--- src/rtl/ejtag_ir_unit_pkg.sv ---
// Shared EJTAG instruction-register constants: 5-bit opcodes, select codes
// and the capture pattern loaded into the shift stage.
package ejtag_ir_unit_pkg;

    // Opcodes are defined on 5 bits and zero-extended to IR_WIDTH.
    localparam logic [4:0] ETAP_IDCODE     = 5'h01;
    localparam logic [4:0] SAMPLE_PRELOAD  = 5'h02;
    localparam logic [4:0] ETAP_IMPCODE    = 5'h03;
    localparam logic [4:0] ETAP_ADDRESS    = 5'h08;
    localparam logic [4:0] ETAP_DATA       = 5'h09;
    localparam logic [4:0] ETAP_CONTROL    = 5'h0A;
    localparam logic [4:0] ETAP_ALL        = 5'h0B;
    localparam logic [4:0] ETAP_EJTAGBOOT  = 5'h0C;
    localparam logic [4:0] ETAP_NORMALBOOT = 5'h0D;
    localparam logic [4:0] ETAP_FASTDATA   = 5'h0E;
    localparam logic [4:0] BYPASS          = 5'h1F;

    // Data-register select codes seen by the DR mux.
    typedef enum logic [3:0] {
        SEL_IDCODE         = 4'd0,
        SEL_IMPCODE        = 4'd1,
        SEL_ADDRESS        = 4'd2,
        SEL_DATA           = 4'd3,
        SEL_CONTROL        = 4'd4,
        SEL_EJTAGBOOT      = 4'd5,
        SEL_BYPASS         = 4'd6,
        SEL_SAMPLE_PRELOAD = 4'd7,
        SEL_ALL            = 4'd8,
        SEL_NORMALBOOT     = 4'd9,
        SEL_FASTDATA       = 4'd10
    } sel_e;

    // IEEE 1149.1 mandates ...01 in the two LSBs captured into the IR.
    localparam logic [1:0] CAPTURE_LSBS = 2'b01;

endpackage

--- src/rtl/ejtag_ir_decode.sv ---
// Pure combinational opcode -> select decode; every unmapped value,
// including any nonzero bit above bit 4, selects BYPASS.
module ejtag_ir_decode
    import ejtag_ir_unit_pkg::*;
#(
    parameter int unsigned IR_WIDTH  = 5,
    parameter int unsigned SEL_WIDTH = 4
) (
    input  logic [IR_WIDTH-1:0]  i_opcode,
    output logic [SEL_WIDTH-1:0] o_sel
);

    // Widen to at least 5 bits so narrow IRs still match zero-extended opcodes.
    localparam int unsigned EXT_WIDTH = (IR_WIDTH > 5) ? IR_WIDTH : 5;

    logic [EXT_WIDTH-1:0] w_ext;
    sel_e                 w_code;

    assign w_ext = EXT_WIDTH'(i_opcode);

    // Full-value match with a BYPASS default.
    always_comb begin
        w_code = SEL_BYPASS;
        if ((w_ext >> 5) == '0) begin
            case (w_ext[4:0])
                ETAP_IDCODE:     w_code = SEL_IDCODE;
                ETAP_IMPCODE:    w_code = SEL_IMPCODE;
                ETAP_ADDRESS:    w_code = SEL_ADDRESS;
                ETAP_DATA:       w_code = SEL_DATA;
                ETAP_CONTROL:    w_code = SEL_CONTROL;
                ETAP_EJTAGBOOT:  w_code = SEL_EJTAGBOOT;
                BYPASS:          w_code = SEL_BYPASS;
                SAMPLE_PRELOAD:  w_code = SEL_SAMPLE_PRELOAD;
                ETAP_ALL:        w_code = SEL_ALL;
                ETAP_NORMALBOOT: w_code = SEL_NORMALBOOT;
                ETAP_FASTDATA:   w_code = SEL_FASTDATA;
                default:         w_code = SEL_BYPASS;
            endcase
        end
    end

    assign o_sel = SEL_WIDTH'(w_code);

endmodule

--- src/rtl/ejtag_ir_unit.sv ---
// EJTAG instruction-register unit: IR shift stage, latched instruction,
// registered select decode and sticky EJTAGBOOT flag.
module ejtag_ir_unit
    import ejtag_ir_unit_pkg::*;
#(
    parameter int unsigned IR_WIDTH  = 5,
    parameter int unsigned SEL_WIDTH = 4
) (
    input  logic                 tck,
    input  logic                 trst_n,
    input  logic                 tap_reset,
    input  logic                 capture_ir,
    input  logic                 shift_ir,
    input  logic                 update_ir,
    input  logic                 tdi,
    output logic                 ir_tdo,
    output logic [IR_WIDTH-1:0]  ir,
    output logic [SEL_WIDTH-1:0] sel,
    output logic                 ejtagboot
);

    localparam logic [IR_WIDTH-1:0]  CAPTURE_VAL = IR_WIDTH'(CAPTURE_LSBS);
    localparam logic [IR_WIDTH-1:0]  IDCODE_VAL  = IR_WIDTH'(ETAP_IDCODE);
    localparam logic [SEL_WIDTH-1:0] SEL_ID_VAL  = SEL_WIDTH'(SEL_IDCODE);
    localparam logic [SEL_WIDTH-1:0] SEL_EB_VAL  = SEL_WIDTH'(SEL_EJTAGBOOT);
    localparam logic [SEL_WIDTH-1:0] SEL_NB_VAL  = SEL_WIDTH'(SEL_NORMALBOOT);

    logic [IR_WIDTH-1:0]  r_ir_sr;
    logic [IR_WIDTH-1:0]  r_ir;
    logic [SEL_WIDTH-1:0] r_sel;
    logic                 r_boot;
    logic [SEL_WIDTH-1:0] w_sel;

    // Decode sits on the shift stage so sel is registered alongside ir.
    ejtag_ir_decode #(
        .IR_WIDTH  (IR_WIDTH),
        .SEL_WIDTH (SEL_WIDTH)
    ) u_decode (
        .i_opcode (r_ir_sr),
        .o_sel    (w_sel)
    );

    // Shift stage: reset/capture load the IEEE pattern, shift is LSB first.
    always_ff @(posedge tck or negedge trst_n) begin
        if (!trst_n) begin
            r_ir_sr <= CAPTURE_VAL;
        end else if (tap_reset) begin
            r_ir_sr <= CAPTURE_VAL;
        end else if (update_ir) begin
            r_ir_sr <= r_ir_sr;
        end else if (capture_ir) begin
            r_ir_sr <= CAPTURE_VAL;
        end else if (shift_ir) begin
            r_ir_sr <= {tdi, r_ir_sr[IR_WIDTH-1:1]};
        end
    end

    // Latched instruction and select change only on reset or update.
    always_ff @(posedge tck or negedge trst_n) begin
        if (!trst_n) begin
            r_ir  <= IDCODE_VAL;
            r_sel <= SEL_ID_VAL;
        end else if (tap_reset) begin
            r_ir  <= IDCODE_VAL;
            r_sel <= SEL_ID_VAL;
        end else if (update_ir) begin
            r_ir  <= r_ir_sr;
            r_sel <= w_sel;
        end
    end

    // Sticky boot request survives tap_reset; only trst_n or NORMALBOOT clear it.
    always_ff @(posedge tck or negedge trst_n) begin
        if (!trst_n) begin
            r_boot <= 1'b0;
        end else if (!tap_reset && update_ir) begin
            if (w_sel == SEL_EB_VAL) begin
                r_boot <= 1'b1;
            end else if (w_sel == SEL_NB_VAL) begin
                r_boot <= 1'b0;
            end
        end
    end

    assign ir_tdo    = r_ir_sr[0];
    assign ir        = r_ir;
    assign sel       = r_sel;
    assign ejtagboot = r_boot;

endmodule
--- config.mk ---
export PLATFORM = sky130hd
export DESIGN_NAME = ejtag_ir_unit
export DESIGN_NICKNAME = d
export VERILOG_FILES = /design/src/rtl/ejtag_ir_unit_pkg.sv /design/src/rtl/ejtag_ir_decode.sv /design/src/rtl/ejtag_ir_unit.sv
export SDC_FILE = /design/constraint.sdc
export NUM_CORES = 1
export LEC_CHECK = 0
export CAP_MARGIN = 20
export CORE_MARGIN = 1.5
export CORE_UTILIZATION = 45
export CTS_CLUSTER_DIAMETER = 200
export DETAILED_ROUTE_END_ITERATION = 7
export GPL_TIMING_DRIVEN = 0
export PLACE_DENSITY = 0.79
export RECOVER_POWER = 50
export SYNTH_ARGS = -nofsm -noshare
export SYNTH_HDL_FRONTEND = slang
export SYNTH_SLANG_ARGS = --single-unit
--- constraint.sdc ---
create_clock -name tck -period 2.5 [get_ports tck]
set_input_delay 0.375 -clock tck [delete_from_list [all_inputs] [get_ports tck]]
set_output_delay 0.375 -clock tck [all_outputs]
set_load 0.05 [all_outputs]
After elaboration in Yosys (flattened, before gate mapping)
Memory sizes are Yosys's and may differ from the RTL's. Cells that the tools add are included.

Register bits: 15. ROM bits: 128. Input port bits: 7. Output and inout bits: 11. Logic and storage cells: 25. Memories kept: 1.

Memory list: (no name shown) (words 32, width 4, read ports 1, clocked after memory_dff 0, wr ports 0, line ejtag_ir_decode.sv:25) `case (w_ext[4:0])`.

Equality and inequality tests: 3. Multiplexer cells: 10. Reductions and logical operators: 7.

Operators with widths (count): two-way mux 5 bit (6); two-way mux 4 bit (2); == test 4 x 3 -> 1 bit, second input constant (1); == test 4 bit, second input constant (1); AND reduction 2 bit (2); nonzero test 2 bit (2); nonzero test 3 bit (1); two-way mux 1 bit (2); != test 2 bit, second input constant (1); logical AND 1 bit (1); zero test 1 bit (1).

Logic depth before layout (Yosys ltp)
Gate-level depths: netlist of run 1.

Depth in word-level cells: 4. Depth in mapped cells: 7. Mapped depth without buffers: 6.

By module
A second synthesis of run 1 with hierarchy kept.

Cell total of the unflattened synthesis: 79. Area total of the unflattened synthesis: 835.8 um2.

By module, submodules not included: ejtag_ir_unit (instances 1, cells each 57, area each 668.1 um2, sequential area each 377.9 um2); ejtag_ir_decode (instances 1, cells each 22, area each 167.7 um2, sequential area each 0.0 um2).

Worst setup path after synthesis of run 1
Ideal clock, no wire load.

Kind: reg2reg. From: reg r_ir_sr[0]. To: reg r_sel[2], in the netlist sel[2]. Library setup time: 0.149 ns. Arrival time: 1.850 ns. Required time: 2.351 ns. Path slack: 0.500 ns. Stages on the path, launching flop included: 7. Buffers on the path: 0. Period minus slack after synthesis: 2.000 ns. Path through: dfstp_2 inv_1 ha_1 mux2_1 and2_1 nor3_1 a211oi_1.

Longest elaborated chain between the ends: 3.

RTL lines: start: declaration (line ejtag_ir_unit.sv:28) `logic [IR_WIDTH-1:0] r_ir_sr;`; start signal: assignment (line ejtag_ir_unit.sv:50) `r_ir_sr <= r_ir_sr;`; start signal: assignment (line ejtag_ir_unit.sv:54) `r_ir_sr <= {tdi, r_ir_sr[IR_WIDTH-1:1]};`; memory (32 x 4 bit); two-way mux 4 bit (line ejtag_ir_unit.sv:66) `end else if (update_ir) begin`; two-way mux 4 bit (line ejtag_ir_unit.sv:63) `end else if (tap_reset) begin`; end signal: assignment (line ejtag_ir_unit.sv:68) `r_sel <= w_sel;`; end: declaration (line ejtag_ir_unit.sv:30) `logic [SEL_WIDTH-1:0] r_sel;`.

Every way passes these cells. The select of a mux whose other input is x is not followed. A chain may end at the register's enable or synchronous reset.

Worst setup path after layout of run 1
From: reg r_ir_sr[0]. To: out ir_tdo.

RTL lines: end: declaration (line ejtag_ir_unit.sv:16) `output logic ir_tdo,`.

No word-level cell between the ends.

==> results of run 1 <==
-- final cells by class --
cell class | count | area, µm² | share of cell area
inverter | 6 | 22.5 | 0.0213
sequential | 15 | 378 | 0.357
timing repair buffer | 17 | 170 | 0.161
multi-input combinational | 55 | 407 | 0.384
buffer | 4 | 23.8 | 0.0225
tap | 25 | 31.3 | 0.0296
clock buffer | 4 | 26.3 | 0.0248
-- flip-flops by register name (all words and copies together) (netlist names) --
signal     cells
r_ir_sr        5
ir             5
ejtagboot      1
sel            4
-- cells in the mapped netlist (2+ instances only) --
master    instances
mux2i_1           5
a21oi_1           2
and2_1            3
nand2b_1          2
dfstp_2           2
nor2_1           17
inv_1             6
dfrtp_1          13
ha_1              4
clkbuf_1          2
nand2_1           2
a22oi_1           3
a211oi_1          2
-- per-stage QoR --
stage,area [µm²],util,std cells,hold slack (ps),worst slack [ps]
2_1_floorplan,831,-,80,79.4,500
3_3_place_gp,1030,0.598,122,508,598
3_5_place_dp,1030,0.598,122,515,581
4_1_cts,1060,0.613,126,514,402
5_1_grt,1060,0.613,126,566,381
6_report,1060,0.613,126,530,406
-- logic make-up after synthesis --
family,synth area share
AND/OR/NAND/NOR,0.155
AO/OA/AOI/OAI,0.200
flip-flops,0.455
buffers and inverters,0.0557
multiplexers,0.0738
adder cells (fa/ha/maj),0.0602
-- worst min-delay path, cell delays in order (launching register included) --
cell and delay (ps):
dfrtp_1 350, mux2i_1 70, nor2_1 80
-- metal layers --
metal,track usage,vias up,wire (µm)
li1,-,323,-
met1,0.248,298,795
met2,0.281,12,760
met3,0.0238,5,42
met4,0.0800,0,24
met5,0,-,0
-- how the worst max path moves through the flow --
stage                                start            endpoint  slack, ps  depth (start not counted)
floorplan           r_ir_sr[0]$_DFFE_PN1P_  sel[2]$_DFFE_PN0P_        500                          6
global placement    r_ir_sr[0]$_DFFE_PN1P_  sel[2]$_DFFE_PN0P_        600                          6
detailed placement  r_ir_sr[0]$_DFFE_PN1P_  sel[2]$_DFFE_PN0P_        580                          6
CTS                 r_ir_sr[0]$_DFFE_PN1P_              ir_tdo        400                          1
global route        r_ir_sr[0]$_DFFE_PN1P_              ir_tdo        380                          1
finish              r_ir_sr[0]$_DFFE_PN1P_              ir_tdo        410                          1
-- power breakdown --
part	internal (W)	switching, W	leakage [nW]
registers	0.000248	0.00000464	0.201
logic	0.0000261	0.0000401	0.239
clock network	0.0000620	0.0000769	0.0150
total	0.000336	0.000122	0.455
-- layout by cell type (no fill, tap or decap), types with 3 or more instances in the layout --
master and n:
dfrtp_1 13, clkbuf_1 3, inv_1 6, clkbuf_4 3
clkdlybuf4s50_1 15, nor2_1 17, mux2i_1 5, and2_1 3
a22oi_1 3, ha_1 4
==> run metrics, run 1 <==
first-pass GRT wire length=~2.7 mm; via count=638; gr usage total=0.180; first-pass detailed-route iteration total=2; count of pins over their slew limit=0; WHS Endpoint=sel[3]$_DFFE_PN0P_; total DRC errors in the routed layout=0; Clock Tree Buf Depth=2; Routed WL=approximately 1.6 mm; Syn. warnings=0; post_cts resized=0; clock-pin slew on the worst setup and hold paths=90 ps; layout cells sized above 1=0.129; Clock Latency Late Sink=280 ps; EDFF count, synth=0; vias in the first global route=654; Final min period=2090 ps; Clock Tree Root=clkbuf_4; Setup CP Type=reg2out; core area=1730 µm²; worst min-delay path startpoint=sel[3]$_DFFE_PN0P_; row cnt=15; VDD IR max=between 0.0003 and 0.0004 V; detailed placer's ending HPWL=between 1 and 1.5 mm; full die area=2110 µm²; Syn Nets=between 90 and 100; diode count=0; Worst setup SP type=flop; largest net degree at the start of global routing=16; post-layout total power=0.000458 W; mapped cell area=831 µm²; Req. time, crit path=2120 ps; final worst-path cycle share=0.837; Total Nets Final=113; I/O pin count=18; Worst slew margin=0.538; grt ovf=0; Cell Pwr Density=433 nW/µm²; clock sinks=15; Hold WC Path Type=reg2reg; initial antenna violation count=0; H-tree levels=1; hold_buf cts=0; Fillers=152; vias per std cell=5.06; gp weighted congestion=~0.73; Initial DRC Count=5; crit end category=output port; Layout area overhead=27.4%; postcts setup bufs=0; WP buf/inv=1; ys flop type=dfrtp_1; final antenna-violating net count=0; RSZ-0062 raised after global routing=no; post-synthesis sequential area ratio=0.455; status=complete, no violations; Max Cap Violations=0; Lkg Pwr=0.455 nW; Worst R2R Path Depth=6; delay-heaviest family, CP=buffers and inverters; Slew @ Worst Pin=691 ps; Mapped Cells=80; FF-to-FF setup slack=just under 600 ps; share of the synthesized area in the top cell type=0.392; worst hold stages=2; post-synthesis register bit count=15; Hold Vio Cnt, Final=0; CTS tree=built; initial core utilization=0.481; routed length per placed instance=12.9 µm; distinct cell type count after synthesis=30; Die Width=roughly 46 µm; worst r2r dst=sel[2]$_DFFE_PN0P_; clk_skew=1.33 ps; crit-path cells=clkdlybuf4s50_1; syn_area_per_cell=10.4 µm²; setup_tns=0 ps; IO Port Bufs=17; chip height=46.0 µm; top cells by area, synth=dfrtp_1, nor2_1, dfstp_2, ha_1, mux2i_1; Async SR Flop Fraction=1.00; Worst R2R Start=r_ir_sr[0]$_DFFE_PN1P_; CP max stage cell=clkdlybuf4s50_1; achievable clock frequency=478 MHz; final setup vio count=0; CTS Buf Count=3; Worst Path Arrival=1720 ps; biggest cell delay along the critical path=820 ps; area leader, netlist=dfrtp_1; CP Max Fanout=8
Power figures use the tool's default switching activity.
==> run 2: changes to the inputs <==
- clock period: 2.5 -> 2.1 ns (I/O delays scaled with it)
==> results of run 2 <==
The final DEF is identical to that of run 1. Status: complete, no violations.
Main changes from that run: setup slack after placement 581 ps -> 181 ps; setup slack after layout 406 ps -> 66.3 ps; hold slack 530 ps -> 512 ps; register-to-register setup slack 580 ps -> 180 ps; total power 0.000458 W -> 0.000545 W; worst IR drop on VDD 0.000346 V -> 0.000412 V
